--- src/rtl/note_recorder.sv ---
// Keyboard capture into an on-chip event buffer: run-length encodes synchronized
// (note, octave) into {note, octave, duration} entries with a registered read port.
module note_recorder #(
    parameter int TICK_CYCLES = 1_000_000,
    parameter int DEPTH       = 64
) (
    input  logic        clk,
    input  logic        reset,
    input  logic        rec_enable,
    input  logic [6:0]  key_in,
    input  logic [1:0]  octave_keys,
    input  logic [5:0]  rd_addr,
    output logic [15:0] rd_data,
    output logic [6:0]  count,
    output logic        full,
    output logic        recording
);

    localparam int AW = (DEPTH > 1) ? $clog2(DEPTH) : 1;
    localparam int CW = (TICK_CYCLES > 1) ? $clog2(TICK_CYCLES) : 1;
    localparam logic [CW-1:0] CYC_LAST = CW'(TICK_CYCLES - 1);
    localparam logic [9:0]    TICK_MAX = 10'd1023;

    typedef enum logic [1:0] {IDLE, WAIT_FIRST, CAPTURE} state_t;

    state_t state, next_state;

    logic [6:0]    key_s1, key_s2;
    logic [1:0]    oct_s1, oct_s2;
    logic          rec_s1, rec_s2, rec_prev;
    logic          vld_s1, vld_s2;
    logic [2:0]    cur_note;
    logic [1:0]    cur_oct;
    logic          rec_rise;

    logic [2:0]    ev_note;
    logic [1:0]    ev_oct;
    logic [CW-1:0] cyc;
    logic [9:0]    ticks;
    logic [9:0]    dur_close;
    logic          tick_wrap, ev_changed;
    logic [AW-1:0] wr_ptr;
    logic [15:0]   mem [DEPTH];

    logic start_session, open_event, run_event, close_event, do_write;

    // NOTE: sequential state uses non-blocking assignments so every flop samples pre-edge values.
    always_ff @(posedge clk or posedge reset) begin
        if (reset) begin
            key_s1   <= '0;
            key_s2   <= '0;
            oct_s1   <= '0;
            oct_s2   <= '0;
            rec_s1   <= 1'b0;
            rec_s2   <= 1'b0;
            vld_s1   <= 1'b0;
            vld_s2   <= 1'b0;
            rec_prev <= 1'b1;
        end else begin
            key_s1   <= key_in;
            key_s2   <= key_s1;
            oct_s1   <= octave_keys;
            oct_s2   <= oct_s1;
            rec_s1   <= rec_enable;
            rec_s2   <= rec_s1;
            vld_s1   <= 1'b1;
            vld_s2   <= vld_s1;
            // Until the synchronizer holds a real sample, pretend the level was high,
            // so a rec_enable already asserted at reset release is not seen as a rise.
            rec_prev <= vld_s2 ? rec_s2 : 1'b1;
        end
    end

    assign rec_rise = vld_s2 & rec_s2 & ~rec_prev;
    assign cur_oct  = oct_s2;

    // NOTE: every always_comb output gets a default first so no latch is inferred.
    always_comb begin
        cur_note = '0;
        for (int i = 6; i >= 0; i--) begin
            if (key_s2[i]) cur_note = 3'(i + 1);
        end
    end

    // The closing edge credits the final held cycle, so duration = floor(held / TICK_CYCLES).
    assign tick_wrap  = (cyc == CYC_LAST);
    assign dur_close  = (tick_wrap && ticks != TICK_MAX) ? ticks + 10'd1 : ticks;
    assign ev_changed = (cur_note != ev_note) || (cur_oct != ev_oct);

    always_ff @(posedge clk or posedge reset) begin
        if (reset) state <= IDLE;
        else       state <= next_state;
    end

    always_comb begin
        next_state    = state;
        start_session = 1'b0;
        open_event    = 1'b0;
        run_event     = 1'b0;
        close_event   = 1'b0;
        case (state)
            IDLE: begin
                if (rec_rise) begin
                    start_session = 1'b1;
                    next_state    = WAIT_FIRST;
                end
            end
            WAIT_FIRST: begin
                if (!rec_s2) begin
                    next_state = IDLE;
                end else if (cur_note != 3'd0) begin
                    open_event = 1'b1;
                    next_state = CAPTURE;
                end
            end
            CAPTURE: begin
                if (!rec_s2) begin
                    close_event = (ev_note != 3'd0) && (dur_close != 10'd0);
                    next_state  = IDLE;
                end else if (ev_changed) begin
                    close_event = (dur_close != 10'd0);
                    open_event  = 1'b1;
                end else begin
                    run_event = 1'b1;
                end
            end
            default: next_state = IDLE;
        endcase
    end

    assign full      = (count == 7'(DEPTH));
    assign recording = (state != IDLE);
    assign do_write  = close_event & ~full;

    always_ff @(posedge clk or posedge reset) begin
        if (reset) begin
            count   <= '0;
            wr_ptr  <= '0;
            ev_note <= '0;
            ev_oct  <= '0;
            cyc     <= '0;
            ticks   <= '0;
            rd_data <= '0;
        end else begin
            if (start_session) begin
                count  <= '0;
                wr_ptr <= '0;
            end else if (do_write) begin
                count  <= count + 7'd1;
                wr_ptr <= wr_ptr + AW'(1);
            end

            if (open_event) begin
                ev_note <= cur_note;
                ev_oct  <= cur_oct;
                cyc     <= '0;
                ticks   <= '0;
            end else if (run_event) begin
                if (tick_wrap) begin
                    cyc <= '0;
                    if (ticks != TICK_MAX) ticks <= ticks + 10'd1;
                end else begin
                    cyc <= cyc + CW'(1);
                end
            end

            rd_data <= ({1'b0, rd_addr} < count) ? mem[rd_addr[AW-1:0]] : '0;
        end
    end

    // NOTE: the event buffer has no reset; count gates every read, so stale entries never leak.
    always_ff @(posedge clk) begin
        if (do_write) mem[wr_ptr] <= {1'b0, ev_note, ev_oct, dur_close};
    end

endmodule

--- config.mk ---
export PLATFORM = sky130hd
export DESIGN_NAME = note_recorder
export DESIGN_NICKNAME = d
export VERILOG_FILES = /design/src/rtl/note_recorder.sv
export SDC_FILE = /design/constraint.sdc
export NUM_CORES = 1
export LEC_CHECK = 0
export ABC_CLOCK_PERIOD_IN_PS = 5400
export CORE_MARGIN = 1.5
export CORE_UTILIZATION = 51
export DETAILED_ROUTE_END_ITERATION = 6
export PLACE_DENSITY = 0.73
export SLEW_MARGIN = 20
export SYNTH_ARGS = -nofsm -noshare
export SYNTH_HDL_FRONTEND = slang
export SYNTH_SLANG_ARGS = --single-unit
--- constraint.sdc ---
create_clock -name clk -period 5.4 [get_ports clk]
set_input_delay 1.08 -clock clk [delete_from_list [all_inputs] [get_ports clk]]
set_output_delay 1.08 -clock clk [all_outputs]
set_load 0.01 [all_outputs]
==> impl_metrics.toml <==
[yosys]
synth_commonest_cells = "960 x edfxtp_1, 315 x mux4_2, 98 x nor2_1"
synth-adder-area-share_pct = 0.3938
yosysTopAreaCellShare_pct = 69.80
synth_cells = 1932
synth-simple-area-share_pct = 3.296
synthFlopType = "edfxtp_1"
synth-compound-area-share_pct = 2.163
seq_area_frac_synth_pct = 75.14
synth_edf_count = 960
synth_area_leader_cell = "edfxtp_1"
synth_top_family_by_area = "multiplexers"
muxShareOfSynthArea_pct = 17.35
synth_cell_type_count = 66
synth_area_leaders = "edfxtp_1 70%, mux4_2 17%, dfrtp_1 5.3%, nor2_1 0.89%, clkbuf_1 0.55%"
ys_ff_latch = 1048
synthesis.nets = 1963
synth_most_common_cell = "edfxtp_1"
yosys_warnings = 0
synth_xor_xnor_area_share_pct = 0.2757
synthesis.area_sq_um = 41300
async_flop_share_pct = 8.397
syn_avg_cell_area_sq_um = 21.38

[final_layout]
final_nets = 2100
nFillCells = 5516
drive_gt1_share_pct = 28.40
area_growth_pct = 13.82
final_util_pct = 58.55

[grt]
grt_pass1_wl_um = 137500
grt_max_degree = 85
overflow = 0
first_global_vias = 20540
gr-usage-all-layers_pct = 23.00
grt_antenna_before_repair = 3

[critical_path]
ff2ff_path_depth = 8
crit_required_ps = 5670
crit_path_max_incr_delay_ps = 880
regToRegEndpoint = "mem[50][3]"
start_kind = "flip-flop"
timing.rr.start = "cyc[0]"
path_class = "reg -> reg"
path_max_fanout = 17
cp-end-kind = "flip-flop"
critPathBufInv = 0
path_delay_family = "simple AND/OR/NAND/NOR gates"
reg2reg_setup_slack_ps = 990
crit_chain = "ha_1, nand3_2, or2_0, nor4b_2, mux2i_1, o311ai_4, or4b_1, nor2_2"
slowest_stage = "or4b_1"
critPathArrivalTime_ps = 4680

[status]
status = "complete, no violations"

[clocking]
tritoncts = "built"
cts_sinks = 1048
cts.htree.levels = 3
ctsRootBufferMaster = "clkbuf_16"
clockBufferDepth = 3
post_cts_buffers = 0
cts-resized-gates = 0
worstSkewPairLatency_ps = 670
cts.clk_slew.worst_paths_ps = 60
cts_made_buffers = 102
cts_hold_buffers = 0

[power]
p_leak_nw = 13.38
power_mw = 17.46
power_density_nw_per_um2 = 371.3
vdd_drop_max_uv = 293.5

[timing]
final.setup.tns_ps = 0
max_freq_mhz = 226.7
worst_pin_slew_ps = 973.8
rsz0062_at_grt = "false"
maxSlewViolCount = 0
fin_crit_ps = 4411
worst_slack_ps = 988.5
hold_violations = 0
fin_skew_ps = 34.00
period_share_pct = 81.69
relSlewSlack_pct = 35.08
setup_violations = 0

[detailed_routing]
post_drt_via_cell_ratio = 6.252
dr.first_iter.drc_count = 2485
antenna_left = 0
routedWlPerCell_um = 28.59
finalWirelength_um = 91960
drtPass1Iterations = 5
dr_total_vias = 20110
drc = 0

[worst_hold_path]
hold_path.class = "reg -> reg"
holdPathStages = 0
hold_start = "vld_s1"
hold_end = "vld_s2"

[die]
die_x_um = 287.6
die-area_sq_um = 82700
num_rows = 104
die_h_um = 287.6
start_util_pct = 51.44
core_area_sq_um = 80290
ios = 43

[job]
cap_violations = 0

[place]
dp.final_hpwl_um = 52340
gp_congestion = 0.9020
port-buffer-count = 41
dp_slack_ps = 896.1
-- placed cells by master (no fill, tap or decap), types with 5 or more instances in the layout --
cell / n
bufinv_16: 15
clkbuf_1: 16
nor2_1: 98
mux2i_1: 5
o31ai_1: 9
edfxtp_1: 960
nor2_2: 8
dfrtp_1: 82
nand4_1: 11
clkinv_2: 22
ha_1: 13
or3_1: 12
buf_12: 9
and3_1: 9
a21o_1: 11
inv_1: 30
clkinv_1: 18
clkdlybuf4s50_1: 37
a32oi_1: 11
mux4_2: 315
and2_1: 8
a31oi_1: 7
a21oi_1: 16
buf_4: 89
nand2_1: 36
nand2b_1: 8
o21ai_0: 37
nand4b_1: 5
clkbuf_16: 103
nand3_1: 28
nor3_1: 8
nor2b_1: 9
a21boi_1: 15
xnor2_2: 7
-- per-layer routing --
metal | vias to the layer above | part of all wire (%) | track usage [%]
li1 | 8331 | - | -
met1 | 10650 | 40 | 32.70
met2 | 977 | 49 | 36.79
met3 | 148 | 8.8 | 4.493
met4 | 2 | 2.6 | 6.303
met5 | - | 0.018 | 0
-- logic make-up after synthesis --
group | count (synthesis)
compound gates | 133
xor+xnor | 13
fa+ha+maj | 13
buf+inv | 136
flops | 1048
mux | 322
other cells | 2
simple gates | 265
-- area by class of cell --
cell class / instances / area [sq um] / area share [%]
antenna: 1 / 2.502 / 0.005324
inverter: 31 / 117.6 / 0.2502
tap: 1060 / 1326 / 2.821
clock buffer: 124 / 2688 / 5.717
multi-input combinational: 748 / 9807 / 20.86
sequential: 1048 / 31040 / 66.03
timing repair buffer: 138 / 1254 / 2.667
clock inverter: 66 / 772.0 / 1.642
-- metrics by stage --
stage | hold slack (ps) | instance area (sq um) | instances
3_5_place_dp | 335.5 | 43530 | 3025
2_1_floorplan | 331.2 | 41300 | 1932
3_3_place_gp | 336.7 | 43530 | 3025
5_1_grt | 358.1 | 47000 | 3215
4_1_cts | 341.7 | 46990 | 3215
6_report | 347.8 | 47010 | 3216
-- where the power goes --
part | internal [mW] | switching [mW] | leakage (nW)
sequential | 9.14 | 0.156 | 8.44
clock | 4.28 | 2.99 | 1.69
combinational | 0.303 | 0.586 | 3.24
total | 13.7 | 3.73 | 13.4
-- sequential cells by signal, summed over array words and instances (netlist names), 2 cells and up --
signal   cells
key_s2       7
cur_oct      2
oct_s1       2
wr_ptr       6
ticks       10
ev_note      3
rd_data     15
mem        960
state        2
ev_oct       2
key_s1       7
count        7
cyc         20
-- worst max path at each step --
| stage | startpoint | end | slack [ps] | depth (start not counted) |
|---|---|---|---|---|
| floorplan | ticks[1] | mem[0][1] | 820 | 5 |
| global placement | cyc[0] | mem[26][4] | 1080 | 8 |
| detailed placement | cyc[0] | mem[26][4] | 900 | 8 |
| CTS | cyc[0] | mem[26][10] | 890 | 8 |
| global route | cyc[0] | mem[26][10] | 700 | 8 |
| finish | cyc[0] | mem[50][3] | 990 | 8 |
Power figures use the tool's default switching activity.
